File: config.mk
export PLATFORM = sky130hd
export DESIGN_NAME = mem_exc_ctrl_flat
export DESIGN_NICKNAME = d
export VERILOG_FILES = /design/src/rtl/mem_exc_ctrl_if.sv /design/src/rtl/mem_exc_ctrl.sv /design/src/flat_wrapper.sv
export SDC_FILE = /design/constraint.sdc
export NUM_CORES = 1
export LEC_CHECK = 0
export CAP_MARGIN = 25
export CORE_MARGIN = 1.5
export CORE_UTILIZATION = 25
export CTS_CLUSTER_DIAMETER = 30
export DETAILED_ROUTE_END_ITERATION = 6
export SETUP_SLACK_MARGIN = 0.1
export SLEW_MARGIN = 20
export SYNTH_ARGS = -nofsm -noshare
export SYNTH_HDL_FRONTEND = slang
export SYNTH_SLANG_ARGS = --single-unit
export TNS_END_PERCENT = 50
File: constraint.sdc
create_clock -name clk_i -period 4.76 [get_ports clk_i]
set_input_delay 1.428 -clock clk_i [delete_from_list [all_inputs] [get_ports clk_i]]
set_output_delay 1.428 -clock clk_i [all_outputs]
set_load 0.03 [all_outputs]
File: src/rtl/mem_exc_ctrl_if.sv
// Bus between the M stage / CP0 and the address-exception controller.
//   master : pipeline + CP0 side, drives the access and the acknowledge
//   slave  : mem_exc_ctrl, returns the pending exception state
// Signals:
//   m_valid, m_stall, m_load, m_store, m_size[1:0], m_addr[ADDR_W-1:0], exc_ack
//   exc_valid, exc_code[4:0], exc_badva[ADDR_W-1:0], exc_count[CNT_W-1:0]
interface mem_exc_ctrl_if #(
   parameter int ADDR_W = 32,
   parameter int CNT_W  = 8
);
   logic              m_valid;
   logic              m_stall;
   logic              m_load;
   logic              m_store;
   logic [1:0]        m_size;
   logic [ADDR_W-1:0] m_addr;
   logic              exc_ack;
   logic              exc_valid;
   logic [4:0]        exc_code;
   logic [ADDR_W-1:0] exc_badva;
   logic [CNT_W-1:0]  exc_count;

   modport master (
      output m_valid, m_stall, m_load, m_store, m_size, m_addr, exc_ack,
      input  exc_valid, exc_code, exc_badva, exc_count
   );

   modport slave (
      input  m_valid, m_stall, m_load, m_store, m_size, m_addr, exc_ack,
      output exc_valid, exc_code, exc_badva, exc_count
   );
endinterface

File: src/rtl/mem_exc_ctrl.sv
// M-stage address-exception controller.
// Checks every load/store for misalignment, out-of-region access, sub-word
// access to word-only MMIO windows and writes to read-only MMIO words. The
// first fault is latched (code + BadVAddr) until CP0 acknowledges it, and a
// saturating counter tracks how many exceptions have been raised.
// Ports:
//   clk_i      clock, all state on posedge
//   reset_n_i  synchronous reset, active low
//   bus        mem_exc_ctrl_if.slave (M-stage access in, exception state out)
//
// state | meaning
// ------+----------------------------------------------------------
// IDLE  | no exception pending, watching the M stage for faults
// PEND  | exception latched, outputs held until exc_ack
module mem_exc_ctrl #(
   parameter int                        ADDR_W     = 32,
   parameter logic [ADDR_W-1:0]         DM_LIMIT   = 32'h0000_3000,
   parameter int                        NUM_WIN    = 3,
   parameter logic [NUM_WIN*ADDR_W-1:0] WIN_BASE   = {32'h0000_7f20, 32'h0000_7f10, 32'h0000_7f00},
   parameter logic [NUM_WIN*ADDR_W-1:0] WIN_LAST   = {32'h0000_7f23, 32'h0000_7f1b, 32'h0000_7f0b},
   parameter logic [NUM_WIN-1:0]        WIN_WORD   = 3'b011,
   parameter logic [NUM_WIN-1:0]        WIN_RO_EN  = 3'b011,
   parameter logic [NUM_WIN*4-1:0]      WIN_RO_OFF = {4'h0, 4'h8, 4'h8},
   parameter int                        CNT_W      = 8
) (
   input logic            clk_i,
   input logic            reset_n_i,
   mem_exc_ctrl_if.slave  bus
);

   localparam logic [4:0] CODE_ADEL = 5'd4;
   localparam logic [4:0] CODE_ADES = 5'd5;

   typedef enum logic {IDLE, PEND} state_t;

   state_t            state_q;
   logic              exc_valid_q;
   logic [4:0]        exc_code_q;
   logic [ADDR_W-1:0] exc_badva_q;
   logic [CNT_W-1:0]  exc_count_q;

   logic              is_word;
   logic              misaligned;
   logic              win_hit;
   logic              win_word_only;
   logic              win_ro_hit;
   logic              fault_d;

   // Size 3 is reserved and behaves as a word access.
   assign is_word = bus.m_size[1];

   always_comb begin
      misaligned = 1'b0;
      if (bus.m_size == 2'd1)
         misaligned = bus.m_addr[0];
      else if (is_word)
         misaligned = (bus.m_addr[1:0] != 2'b00);
   end

   // First matching window (lowest index) decides the window attributes.
   always_comb begin
      logic [ADDR_W-1:0] base;
      logic [ADDR_W-1:0] last;
      logic [ADDR_W-1:0] ro_off;
      win_hit       = 1'b0;
      win_word_only = 1'b0;
      win_ro_hit    = 1'b0;
      for (int i = 0; i < NUM_WIN; i++) begin
         base   = WIN_BASE[i*ADDR_W +: ADDR_W];
         last   = WIN_LAST[i*ADDR_W +: ADDR_W];
         ro_off = {{(ADDR_W-4){1'b0}}, WIN_RO_OFF[i*4 +: 4]};
         if (!win_hit && bus.m_addr >= base && bus.m_addr <= last) begin
            win_hit       = 1'b1;
            win_word_only = WIN_WORD[i];
            win_ro_hit    = WIN_RO_EN[i] && ((bus.m_addr - base) == ro_off);
         end
      end
   end

   always_comb begin
      fault_d = 1'b0;
      if (bus.m_valid && (bus.m_load || bus.m_store)) begin
         fault_d = misaligned
                || ((bus.m_addr >= DM_LIMIT) && !win_hit)
                || (win_hit && win_word_only && !is_word)
                || (win_hit && win_ro_hit && bus.m_store && is_word);
      end
   end

   always_ff @(posedge clk_i) begin
      if (!reset_n_i) begin
         state_q     <= IDLE;
         exc_valid_q <= 1'b0;
         exc_code_q  <= '0;
         exc_badva_q <= '0;
         exc_count_q <= '0;
      end else begin
         case (state_q)
            IDLE: begin
               // A stalled instruction will be re-presented, so capture only once it moves.
               if (fault_d && !bus.m_stall) begin
                  state_q     <= PEND;
                  exc_valid_q <= 1'b1;
                  exc_code_q  <= bus.m_store ? CODE_ADES : CODE_ADEL;
                  exc_badva_q <= bus.m_addr;
                  if (exc_count_q != {CNT_W{1'b1}})
                     exc_count_q <= exc_count_q + 1'b1;
               end
            end
            PEND: begin
               // Later faults are ignored; a fault arriving with the ack is dropped.
               if (bus.exc_ack) begin
                  state_q     <= IDLE;
                  exc_valid_q <= 1'b0;
                  exc_code_q  <= '0;
                  exc_badva_q <= '0;
               end
            end
            default: state_q <= IDLE;
         endcase
      end
   end

   assign bus.exc_valid = exc_valid_q;
   assign bus.exc_code  = exc_code_q;
   assign bus.exc_badva = exc_badva_q;
   assign bus.exc_count = exc_count_q;

endmodule

File: src/flat_wrapper.sv
// flat-port wrapper written by rule: the top's interface ports become plain ports
module mem_exc_ctrl_flat 
#(
   parameter int                        ADDR_W     = 32,
   parameter logic [ADDR_W-1:0]         DM_LIMIT   = 32'h0000_3000,
   parameter int                        NUM_WIN    = 3,
   parameter logic [NUM_WIN*ADDR_W-1:0] WIN_BASE   = {32'h0000_7f20, 32'h0000_7f10, 32'h0000_7f00},
   parameter logic [NUM_WIN*ADDR_W-1:0] WIN_LAST   = {32'h0000_7f23, 32'h0000_7f1b, 32'h0000_7f0b},
   parameter logic [NUM_WIN-1:0]        WIN_WORD   = 3'b011,
   parameter logic [NUM_WIN-1:0]        WIN_RO_EN  = 3'b011,
   parameter logic [NUM_WIN*4-1:0]      WIN_RO_OFF = {4'h0, 4'h8, 4'h8},
   parameter int                        CNT_W      = 8
)
  (clk_i, reset_n_i, bus_m_valid, bus_m_stall, bus_m_load, bus_m_store, bus_m_size, bus_m_addr, bus_exc_ack, bus_exc_valid, bus_exc_code, bus_exc_badva, bus_exc_count);
  mem_exc_ctrl_if #(.ADDR_W(ADDR_W), .CNT_W(CNT_W)) bus_i ();
  input logic clk_i;
  input logic reset_n_i;
  input wire logic [$bits(bus_i.m_valid)-1:0] bus_m_valid;
  input wire logic [$bits(bus_i.m_stall)-1:0] bus_m_stall;
  input wire logic [$bits(bus_i.m_load)-1:0] bus_m_load;
  input wire logic [$bits(bus_i.m_store)-1:0] bus_m_store;
  input wire logic [$bits(bus_i.m_size)-1:0] bus_m_size;
  input wire logic [$bits(bus_i.m_addr)-1:0] bus_m_addr;
  input wire logic [$bits(bus_i.exc_ack)-1:0] bus_exc_ack;
  output wire logic [$bits(bus_i.exc_valid)-1:0] bus_exc_valid;
  output wire logic [$bits(bus_i.exc_code)-1:0] bus_exc_code;
  output wire logic [$bits(bus_i.exc_badva)-1:0] bus_exc_badva;
  output wire logic [$bits(bus_i.exc_count)-1:0] bus_exc_count;
  assign bus_i.m_valid = bus_m_valid;
  assign bus_i.m_stall = bus_m_stall;
  assign bus_i.m_load = bus_m_load;
  assign bus_i.m_store = bus_m_store;
  assign bus_i.m_size = bus_m_size;
  assign bus_i.m_addr = bus_m_addr;
  assign bus_i.exc_ack = bus_exc_ack;
  assign bus_exc_valid = bus_i.exc_valid;
  assign bus_exc_code = bus_i.exc_code;
  assign bus_exc_badva = bus_i.exc_badva;
  assign bus_exc_count = bus_i.exc_count;
  mem_exc_ctrl #(.ADDR_W(ADDR_W), .DM_LIMIT(DM_LIMIT), .NUM_WIN(NUM_WIN), .WIN_BASE(WIN_BASE), .WIN_LAST(WIN_LAST), .WIN_WORD(WIN_WORD), .WIN_RO_EN(WIN_RO_EN), .WIN_RO_OFF(WIN_RO_OFF), .CNT_W(CNT_W)) u_core (.clk_i(clk_i), .reset_n_i(reset_n_i), .bus(bus_i));
endmodule
Word level (Yosys, flattened, before mapping)

Index checks and enable logic that the tools add are counted.

$add $sub $neg: 3
Order comparisons: 7
Equality and inequality tests: 6
Mux-type cells: 23
Bitwise gates (word level): 1
Reductions and logical operators: 25

Operators by type and width:

| kind                                                                | number |
|---|---|
| greater-or-equal comparator 32 x 15 -> 1 bit, second input constant | 3 |
| <= comparator 32 x 15 -> 1 bit, second input constant               | 3 |
| == test 32 x 4 -> 1 bit, second input constant                      | 2 |
| two-way mux 32 bit                                                  | 2 |
| case mux 32 bit (2 select lines)                                    | 1 |
| subtractor 32 x 15 -> 32 bit, second input constant                 | 2 |
| greater-or-equal comparator 32 x 14 -> 1 bit, second input constant | 1 |
| two-way mux 1 bit                                                   | 15 |
| logical AND 1 bit                                                   | 13 |
| two-way mux 5 bit                                                   | 2 |
| case mux 5 bit (2 select lines)                                     | 1 |
| adder 8 x 1 -> 8 bit, second input constant                         | 1 |
| inequality test 8 bit, second input constant                        | 1 |
| zero test 1 bit                                                     | 5 |
| logical OR 1 bit                                                    | 4 |
| case mux 1 bit (2 select lines)                                     | 2 |
| AND reduction 3 bit                                                 | 1 |
| == test 2 x 1 -> 1 bit, second input constant                       | 1 |
| inequality test 2 x 1 -> 1 bit, second input constant               | 1 |
| inequality test 2 bit, second input constant                        | 1 |
| AND reduction 2 bit                                                 | 1 |
| nonzero test 2 bit                                                  | 1 |
| NOT 1 bit                                                           | 1 |

Bits in registers: 47
Output and inout port bits: 46
Word-level logic and storage cells: 70

Logic depth before layout (Yosys ltp)

Word-level depth: 20
Depth in mapped cells: 10
Gate-level depth less buffers: 7

Worst setup path after synthesis

No wires, ideal clock.

Path type: input -> register
From: input port bus_m_addr[4]
To: register u_core.exc_count_q[7] (netlist: u_core.bus.exc_count[7])
Arrival: 3.450 ns
Data required time: 4.641 ns
Path slack: 1.192 ns
Stages: 9
Buffers on the path: 2
Cells stage by stage: or4b_1 or4_4 a221oi_2 a21oi_1 o31ai_2 buf_4 buf_6 nor2_1 o221a_1

Cells in the longest elaborated chain, start to end: 19
Elaborated cells between the ends (all ways): 38
Classes of those cells: add/sub: 2; order compare: 7; eq/ne: 2; mux: 8; reduce/logical: 19

Ends and longest elaborated chain:

| item                                                                                                  | line                | text |
|---|---|---|
| start, declared                                                                                       | flat_wrapper.sv:23  | `input wire logic [$bits(bus_i.m_addr)-1:0] bus_m_addr;` |
| greater-or-equal comparator 32 x 15 -> 1 bit / <= comparator 32 x 15 -> 1 bit (equally long branches) | mem_exc_ctrl.sv:72  | `if (!win_hit && bus.m_addr >= base && bus.m_addr <= last) begin` |
| logical AND 1 bit                                                                                     | mem_exc_ctrl.sv:72  |  |
| two-way mux 1 bit                                                                                     | mem_exc_ctrl.sv:72  |  |
| zero test 1 bit                                                                                       | mem_exc_ctrl.sv:72  |  |
| logical AND 1 bit (2 in a row)                                                                        | mem_exc_ctrl.sv:72  |  |
| two-way mux 1 bit                                                                                     | mem_exc_ctrl.sv:72  |  |
| zero test 1 bit                                                                                       | mem_exc_ctrl.sv:72  |  |
| logical AND 1 bit (2 in a row)                                                                        | mem_exc_ctrl.sv:72  |  |
| two-way mux 1 bit                                                                                     | mem_exc_ctrl.sv:72  |  |
| zero test 1 bit                                                                                       | mem_exc_ctrl.sv:84  | `\|\| ((bus.m_addr >= DM_LIMIT) && !win_hit)` |
| logical AND 1 bit                                                                                     | mem_exc_ctrl.sv:84  |  |
| logical OR 1 bit                                                                                      | mem_exc_ctrl.sv:84  |  |
| logical OR 1 bit                                                                                      | mem_exc_ctrl.sv:85  | `\|\| (win_hit && win_word_only && !is_word)` |
| logical OR 1 bit (*)                                                                                  | mem_exc_ctrl.sv:86  | `\|\| (win_hit && win_ro_hit && bus.m_store && is_word);` |
| two-way mux 1 bit (*)                                                                                 | mem_exc_ctrl.sv:82  | `if (bus.m_valid && (bus.m_load \|\| bus.m_store)) begin` |
| logical AND 1 bit (*)                                                                                 | mem_exc_ctrl.sv:101 | `if (fault_d && !bus.m_stall) begin` |
| AND reduction 3 bit (no source line) (*)                                                              | --                  |  |
| end signal, assigned                                                                                  | mem_exc_ctrl.sv:107 | `exc_count_q <= exc_count_q + 1'b1;` |
| end, declared                                                                                         | mem_exc_ctrl.sv:40  | `logic [CNT_W-1:0] exc_count_q;` |

Every way passes the cells marked *; elsewhere a longest branch is shown, timed or not.
A chain may end at the register's enable or synchronous reset.

Worst setup path in the final report

Same ends and word-level chain as after synthesis.

==> metrics.txt <==
Layout Utilization 0.387; clock power share 0.323; CTS clk-pin slew, worst paths 0.08 ns; Post-synth EDFFs 0; Sequential Power Share 0.484; maxcap violations 0; status finished, final reports clean; multi-input combinational cell area 971 um^2; first-pass GRT wire length 9580 um; diode count 0; VDD IR max 0.000109 V; setup_tns 0 ns; CP max FO 56; Async SR Flop Fraction 0; met1 usage 0.189; most common cell after layout, fill and taps aside clkdlybuf4s50_1; worst reg2reg startpoint u_core.state_q; YS warnings 0; Residual DRC 0; maximum clock path buffer count 2; Setup Fix Bufs, Post-CTS 0; Max-slew headroom 0.605; number of global-route vias before repair a little under 2000; Routed Antenna Nets 0; critical path endpoint category flop; worst skew pair latency ~0.29 ns; Slew Viols, Final 0; Hold Buf Count CTS 0; via/cell ratio around 4.8; initial core utilization 0.255; htree depth 2; vias 2042; GR Util met3 0.0419; Layout area overhead 51.7%; GRT Overall Usage 0.144; Num CTS Buffers 5; IO Count 87; switching part of the total 0.273; Fin. Hold Viols 0; Pint between 0.5 and 0.6 mW; Nets 363; crit path DAT between 4 and 5 ns; 1st-iter DRT viols 112; Fmax 0.259 GHz; Register Area approximately 860 um^2; most frequent cells in the layout 83 x clkdlybuf4s50_1, 43 x dfxtp_1, 39 x nand2_1, 39 x nand3_1, 35 x o21ai_0; Critical Path RT 4.95 ns; initial antenna violation count 0; layout cells sized above 1 0.0528; Final setup viols 0; Pre-antenna DRT Iters 4; Mapped Avg Cell Area roughly 8.0 um^2; port buffer count 83; core area ~0.0076 mm^2; die area about 0.0083 mm^2; Post-Place Cells ~420; WL final between 5000 and 6000 um; largest net degree at the start of global routing 57; Static Leak just over 1 nW; DR WL/cell ~14 um; clock period minus worst slack 3.86 ns; # fillers roughly 800; DPL Wire Length around 4200 um; Synth Cell Area a little under 0.002 mm^2; Syn Inst Count between 200 and 250; global route overflow 0; Die W 91.3 um; critical setup path kind input pin to flop; Primary FF master, synth dfxtp_1; Net Switching roughly 0.22 mW; row cnt 32; chip height slightly above 90 um; gr busiest metal met2; Hold Path End u_core.bus.exc_badva[1]; Logic pwr share 0.194; worst slew pin tran 0.584 ns; FF-to-FF End u_core.bus.exc_count[4]; final std cells w/o fill ~420; Distinct cells, synth 35; Seq/Total Area, Yosys 0.441; M2 GR Usage 0.221; reg2reg setup slack between 2 and 3 ns; Sink Count 43; CTS tree yes; Worst Reg-to-Reg Cells 5; routability cong. 0.773; element type at the critical path start input pin; Layout Skew 0.00650 ns; Seq cells post-synth between 40 and 50; Power Dens Cells between 200 and 300 mW/mm^2; unrepaired setup endpoints after global routing false; post-cts resize count 0; hold path startpoint u_core.bus.exc_badva[1]; fin crit share 0.812; Worst Hold Depth 2; root buffer cell clkbuf_8; hold crit path type flop to flop
==> worst max-delay path by stage <==
stage / from / endpoint / slack, ns
2_1_floorplan: bus_m_addr[4] / u_core.bus.exc_count[7] / 1.19
3_3_place_gp: bus_m_addr[4] / u_core.bus.exc_count[7] / 0.62
3_5_place_dp: bus_m_addr[4] / u_core.bus.exc_count[7] / 0.60
4_1_cts: bus_m_addr[4] / u_core.bus.exc_count[7] / 0.91
5_1_grt: bus_m_addr[4] / u_core.bus.exc_count[7] / 0.80
6_report: bus_m_addr[4] / u_core.bus.exc_count[7] / 0.90
==> sequential cells by signal, summed over array words and instances (netlist names) <==
register	flops
u_core.bus.exc_count	8
u_core.bus.exc_badva	32
u_core.bus.exc_code	2
u_core.state_q	1
==> cell type report <==
| type | instances | area share |
|---|---|---|
| Clock buffer | 8 | 0.0338 |
| Inverter | 5 | 0.00634 |
| Multi-Input combinational cell | 178 | 0.328 |
| Sequential cell | 43 | 0.291 |
| Tap cell | 102 | 0.0431 |
| Timing Repair Buffer | 88 | 0.298 |
==> cells in the mapped netlist, drive strengths merged, types with 2 or more instances <==
master  number  area share
dfxtp       43        0.44
nand2       39       0.075
nand3       39        0.10
o21ai       35       0.090
a21oi       13       0.033
buf         11       0.042
clkbuf      10       0.019
o31ai        7       0.030
nor2         6       0.012
nor4         6       0.019
or4          5       0.021
inv          4      0.0077
and3         3      0.0096
nor4b        3       0.013
and2         2      0.0064
nand2b       2      0.0064
nand4        2      0.0064
or3          2      0.0064
==> kinds of logic (layout without fill, tap and decap cells) <==
group	after synthesis	count (layout)	share of synthesized area
simple gates	113	113	0.294
fa+ha+maj	2	2	0.0115
compound gates	60	60	0.180
flops	43	43	0.441
other cells	1	3	0.00192
buf+inv	26	101	0.0712
==> worst max-delay path: stages <==
cell             delay (ns)
clkdlybuf4s50_1        0.48
or4b_1                 0.55
or4_4                  0.44
a221oi_2               0.24
a21oi_1                0.09
o31ai_4                0.23
buf_12                 0.27
nor2_1                 0.08
o221a_1                0.23
==> per-stage QoR <==
step                      power (mW)  worst slack (ns)  hold slack (ns)  instance area, um^2
after global placement         0.544             0.621            0.458                 2860
after global routing           0.829             0.796            0.504                 2960
after CTS                      0.803             0.910            0.478                 2960
final                          0.791             0.897            0.475                 2960
after floorplan                0.465              1.19            0.476                 1960
after detailed placement       0.545             0.596            0.467                 2860
==> power groups by stage <==
| stage | registers (mW) | clock network, mW | logic [mW] |
|---|---|---|---|
| floorplan | 0.416 | 0 | 0.0489 |
| global placement | 0.391 | 0 | 0.153 |
| detailed placement | 0.391 | 0 | 0.154 |
| CTS | 0.383 | 0.265 | 0.154 |
| global route | 0.385 | 0.280 | 0.165 |
| finish | 0.382 | 0.255 | 0.153 |
==> per-layer routing <==
metal / up-vias / part of all wire
li1: 1022 / -
met1: 942 / 0.46
met2: 66 / 0.46
met3: 12 / 0.050
met4: 0 / 0.021
met5: - / 0
No activity file was read; power rests on OpenSTA's default activity.
